### src/rtl/ffs_pkg.sv
// Shared constants and width helpers for the find-first-set priority encoder.
package ffs_pkg;

  localparam int FFS_DEFAULT_WIDTH = 64;

  // Index width: at least one bit, even when the vector is a single bit wide.
  function automatic int ffs_idx_w(input int w);
    int c;
    c = $clog2(w);
    return (c < 1) ? 1 : c;
  endfunction

  // Smallest power of two that is not less than w.
  function automatic int ffs_pad_w(input int w);
    int p;
    p = 1;
    while (p < w) p = p << 1;
    return p;
  endfunction

endpackage

### src/rtl/ffs_node.sv
// One merge level of the find-first-set tree: the lower half wins whenever it has a set bit.
module ffs_node #(
  parameter int CW = 1
) (
  input  logic          i_valid_lo,
  input  logic          i_valid_hi,
  input  logic [CW-1:0] i_idx_lo,
  input  logic [CW-1:0] i_idx_hi,
  output logic          o_valid,
  output logic [CW:0]   o_idx
);

  assign o_valid = i_valid_lo | i_valid_hi;
  assign o_idx   = i_valid_lo ? {1'b0, i_idx_lo} : {1'b1, i_idx_hi};

endmodule

### src/rtl/ffs.sv
// Registered find-first-set over WIDTH request bits; bit 0 has the highest priority.
// Define FFS_ONEHOT_EN to add the registered one-hot output port.
module ffs
  import ffs_pkg::*;
#(
  parameter int WIDTH = FFS_DEFAULT_WIDTH,
  parameter int IDX_W = ffs_idx_w(WIDTH)
) (
  input  logic             clk,
  input  logic             rst,
  input  logic             en,
  input  logic [WIDTH-1:0] in,
  output logic             valid,
  output logic [IDX_W-1:0] index
`ifdef FFS_ONEHOT_EN
  ,
  output logic [WIDTH-1:0] onehot
`endif
);

  localparam int PAD_W = ffs_pad_w(WIDTH);
  localparam int LVLS  = $clog2(PAD_W);

  logic             w_valid_c;
  logic [IDX_W-1:0] w_index_c;
  logic             r_valid;
  logic [IDX_W-1:0] r_index;

  if (LVLS == 0) begin : g_single
    assign w_valid_c = in[0];
    assign w_index_c = '0;
  end else begin : g_tree
    logic [PAD_W-1:0] w_pad;

    assign w_pad = PAD_W'(in);

    // Level h holds PAD_W >> h nodes, each reporting an h-bit index within its span.
    for (genvar h = 1; h <= LVLS; h++) begin : g_lvl
      localparam int N = PAD_W >> h;
      logic [N-1:0] w_vld;
      logic [h-1:0] w_idx [N];

      for (genvar j = 0; j < N; j++) begin : g_node
        if (h == 1) begin : g_pair
          assign w_vld[j] = w_pad[2*j] | w_pad[2*j+1];
          assign w_idx[j] = ~w_pad[2*j];
        end else begin : g_merge
          ffs_node #(
            .CW (h - 1)
          ) u_node (
            .i_valid_lo (g_lvl[h-1].w_vld[2*j]),
            .i_valid_hi (g_lvl[h-1].w_vld[2*j+1]),
            .i_idx_lo   (g_lvl[h-1].w_idx[2*j]),
            .i_idx_hi   (g_lvl[h-1].w_idx[2*j+1]),
            .o_valid    (w_vld[j]),
            .o_idx      (w_idx[j])
          );
        end
      end
    end

    // An empty vector steers every node to its upper half, so force the index back to 0.
    assign w_valid_c = g_lvl[LVLS].w_vld[0];
    assign w_index_c = w_valid_c ? IDX_W'(g_lvl[LVLS].w_idx[0]) : '0;
  end

  // NOTE: clocked state is written with non-blocking assignments so every flop
  // samples the pre-edge values, independent of block evaluation order.
  always_ff @(posedge clk) begin
    if (!rst) begin
      r_valid <= 1'b0;
      r_index <= '0;
    end else if (en) begin
      r_valid <= w_valid_c;
      r_index <= w_index_c;
    end
  end

  assign valid = r_valid;
  assign index = r_index;

`ifdef FFS_ONEHOT_EN
  logic [WIDTH-1:0] w_onehot_c;
  logic [WIDTH-1:0] r_onehot;

  // Two's-complement trick isolates the lowest set bit.
  assign w_onehot_c = in & (~in + WIDTH'(1));

  always_ff @(posedge clk) begin
    if (!rst) begin
      r_onehot <= '0;
    end else if (en) begin
      r_onehot <= w_onehot_c;
    end
  end

  assign onehot = r_onehot;
`endif

endmodule

### config.mk
export PLATFORM = sky130hd
export DESIGN_NAME = ffs
export DESIGN_NICKNAME = d
export VERILOG_FILES = /design/src/rtl/ffs_pkg.sv /design/src/rtl/ffs_node.sv /design/src/rtl/ffs.sv
export SDC_FILE = /design/constraint.sdc
export NUM_CORES = 1
export LEC_CHECK = 0
export ABC_AREA = 1
export CAP_MARGIN = 20
export CORE_UTILIZATION = 36
export CTS_BUF_LIST = sky130_fd_sc_hd__clkbuf_8
export CTS_CLUSTER_SIZE = 16
export DETAILED_ROUTE_END_ITERATION = 10
export PLACE_DENSITY = 0.8
export SETUP_SLACK_MARGIN = 0.05
export SLEW_MARGIN = 20
export SYNTH_ARGS = -nofsm -noshare
export SYNTH_HDL_FRONTEND = slang
export SYNTH_SLANG_ARGS = --single-unit
export TNS_END_PERCENT = 10
### constraint.sdc
create_clock -name clk -period 1.5 [get_ports clk]
set_input_delay 0.15 -clock clk [delete_from_list [all_inputs] [get_ports clk]]
set_output_delay 0.15 -clock clk [all_outputs]
set_load 0.05 [all_outputs]
==> results.yml <==
detailed_routing:
  ant_nets: 0
  vias: 1641
  firstDrtPassIters: 4
  wl_per_cell_um: 11.1
  avgViaCountPerCell: 4.84
  first_iter_violations: 48
  drt-total-wl_um: 3760
  drcViolationCount: 0
yosys:
  synthFlopType: "dfxtp_1"
  synthCells: 196
  synth.distinct_cells: 22
  yosysWarnings: 0
  syn_nets: 263
  synth_fa_ha_area_share_pct: 0
  synth_compound_gate_area_share_pct: 20.7
  netlist_area_sq_um: 1040
  syn_area_per_cell_sq_um: 5.29
  synth-seq-cells: 7
  synth.area.top_cells: "nand2_1 (17%), nor2_1 (14%), dfxtp_1 (14%), a21oi_1 (9.7%), inv_1 (8.7%)"
  synthXorXnorAreaFrac_pct: 0
  yosysTopAreaCellShare_pct: 17.0
  synthSimpleGateAreaFrac_pct: 56.4
  synth-async-reset-ratio_pct: 0
  muxShareOfSynthArea_pct: 0
  yosysSeqAreaShare_pct: 13.5
  synth_top_family_by_area: "simple AND/OR/NAND/NOR gates"
  synth_edf_count: 0
  yosys.area.top_type: "nand2_1"
place:
  port_buffers: 73
  dp_hpwl_um: 2790
  finalWeightedCongestion: 0.816
  dpl_cell_area_sq_um: 1970
timing:
  rsz0062_at_grt: "yes"
  fin_hold_ws_ps: 466
  period_share_pct: 91.4
  fin_crit_ps: 1370
  maxSlewHeadroom_pct: 79.2
  drv_slew: 0
  tightest_slew_ps: 311
  setup_viol: 0
  max_freq_ghz: 0.729
  fin_worst_skew_ps: 0
  hold_viol: 0
setup_path:
  critPathArrivalTime_ps: 1520
  worstSetupPathType: "primary input to flip-flop"
  crit_path_start_kind: "primary input"
  critical_path.max_fanout: 2
  worstSetupEndpointType: "flip-flop"
  worstPathRequired_ps: 1650
die:
  die_h_um: 55.6
  pin_count: 74
  die-area_sq_um: 3100
  initial_core_util_pct: 37.9
  fp.coreArea_sq_um: 2730
  rows: 19
  die_w_um: 55.6
final_layout:
  drive_gt1_share_pct: 33.8
  nNetsFinal: 376
  mostFrequentLayoutCells: "dlymetal6s2s_1 (41), buf_4 (41), nand2_1 (36)"
  diodes: 0
  fin_area_sq_um: 2320
  syn_to_final_growth_pct: 124
clock_tree:
  cts_htree_levels: 1
  cts-root-buf: "clkbuf_8"
  clk_path_buf_depth: 2
  hold_buffers: 0
  clkSlewWorstSetupHoldPaths_ps: 40
  cts.sinks: 7
  clk-insertion-delay-late_ps: 220
  cts_tree: "done"
  cts-buffers-inserted: 3
global_route:
  track_usage_pct: 21.2
  overflow: 0
  antenna_found_initial: 0
  grt_max_degree: 10
  grt_pass1_vias: 1555
  grt_pass1_wl_um: 5560
power_and_ir_drop:
  internal_power_w: 0.000604
  p_leak_nw: 1.42
  pwr-share-seq_pct: 23.0
  p_sw_w: 0.000259
  ir_worst_vdd_mv: 0.658
  p_per_area_nw_per_um2: 371
  total_power_w: 0.000863
  combPwrFrac_pct: 47.1
  switching_share_pct: 30.0
  clkPwrFrac_pct: 29.9
run_status:
  status: "finished, final reports clean"
hold_path:
  holdCritPathClass: "flip-flop to flip-flop"
flow_run:
  max_cap_viol_count: 0
-- critical path: stages --
cell	delay, ps
clkdlybuf4s50_1	470
nor2_2	50
buf_4	120
buf_4	120
a21oi_1	130
nand3_1	90
nand2_1	70
nand2_1	70
nand2_1	60
nand2_1	50
a21oi_1	130
-- synth_stat cells (4+ instances only) --
cell type   n
dfxtp_1     7
o21ai_0    12
nor2_2      9
nand2_2     6
nand3_1    12
inv_1      24
o21bai_1    4
nand2_1    47
nor2_4      4
a21oi_1    20
nor2_1     40
-- per-layer routing --
metal | global-route usage (%) | wire length, um
met5 | 0 | 0
met2 | 45.1 | 2110
met3 | 2.56 | 177
met4 | 2.86 | 34
met1 | 21.9 | 1440
-- metrics by stage --
| step | cells | setup slack (ps) | TNS, ps | utilization, % |
|---|---|---|---|---|
| 2_1_floorplan | 196 | 286 | 0 | - |
| 3_3_place_gp | 324 | -162 | -841 | 72.1 |
| 3_5_place_dp | 324 | -228 | -1100 | 72.1 |
| 4_1_cts | 329 | 55.4 | 0 | 74.6 |
| 5_1_grt | 339 | 16.2 | 0 | 85.0 |
| 6_report | 339 | 128 | 0 | 85.0 |
-- cells by family after synthesis --
kind of cell | Yosys count
and+or+nand+nor | 124
buffers and inverters | 26
DFF | 7
AOI/OAI and AO/OA | 39
-- state kept, by name (all words and copies together), names as in the netlist --
name,count
index,6
valid,1
-- path summary, 6_finish.rpt --
kind | start | endpoint | slack, ps | cells past startpoint
hold / removal | valid$_SDFFE_PN0P_ | valid$_SDFFE_PN0P_ | 470 | 2
setup / recovery | in[41] | index[0]$_SDFFE_PN0P_ | 130 | 11
setup reg to reg | index[1]$_SDFFE_PN0P_ | index[1]$_SDFFE_PN0P_ | 830 | 2
hold reg to reg | valid$_SDFFE_PN0P_ | valid$_SDFFE_PN0P_ | 470 | 2
-- timing repair --
action,CTS,global route
endpoints found under the setup margin,2,6
setup buffers,1,10
pin swaps,7,54
resized for setup,4,82
-- power by group through the flow --
stage               combinational, W  clock [W]  sequential [W]
floorplan                   0.000103          0        0.000228
global placement            0.000376          0        0.000201
detailed placement          0.000381          0        0.000202
CTS                         0.000386   0.000259        0.000199
global route                0.000442   0.000274        0.000199
finish                      0.000407   0.000258        0.000199
-- final cells by class --
type	count	area, sq um
clock buffer	3	41.3
clock inverter	1	3.75
fill	183	409
inverter	25	96.3
multi-input combinational	163	911
sequential	7	140
tap	31	38.8
timing repair buffer	109	1090
Power figures use the tool's default switching activity.
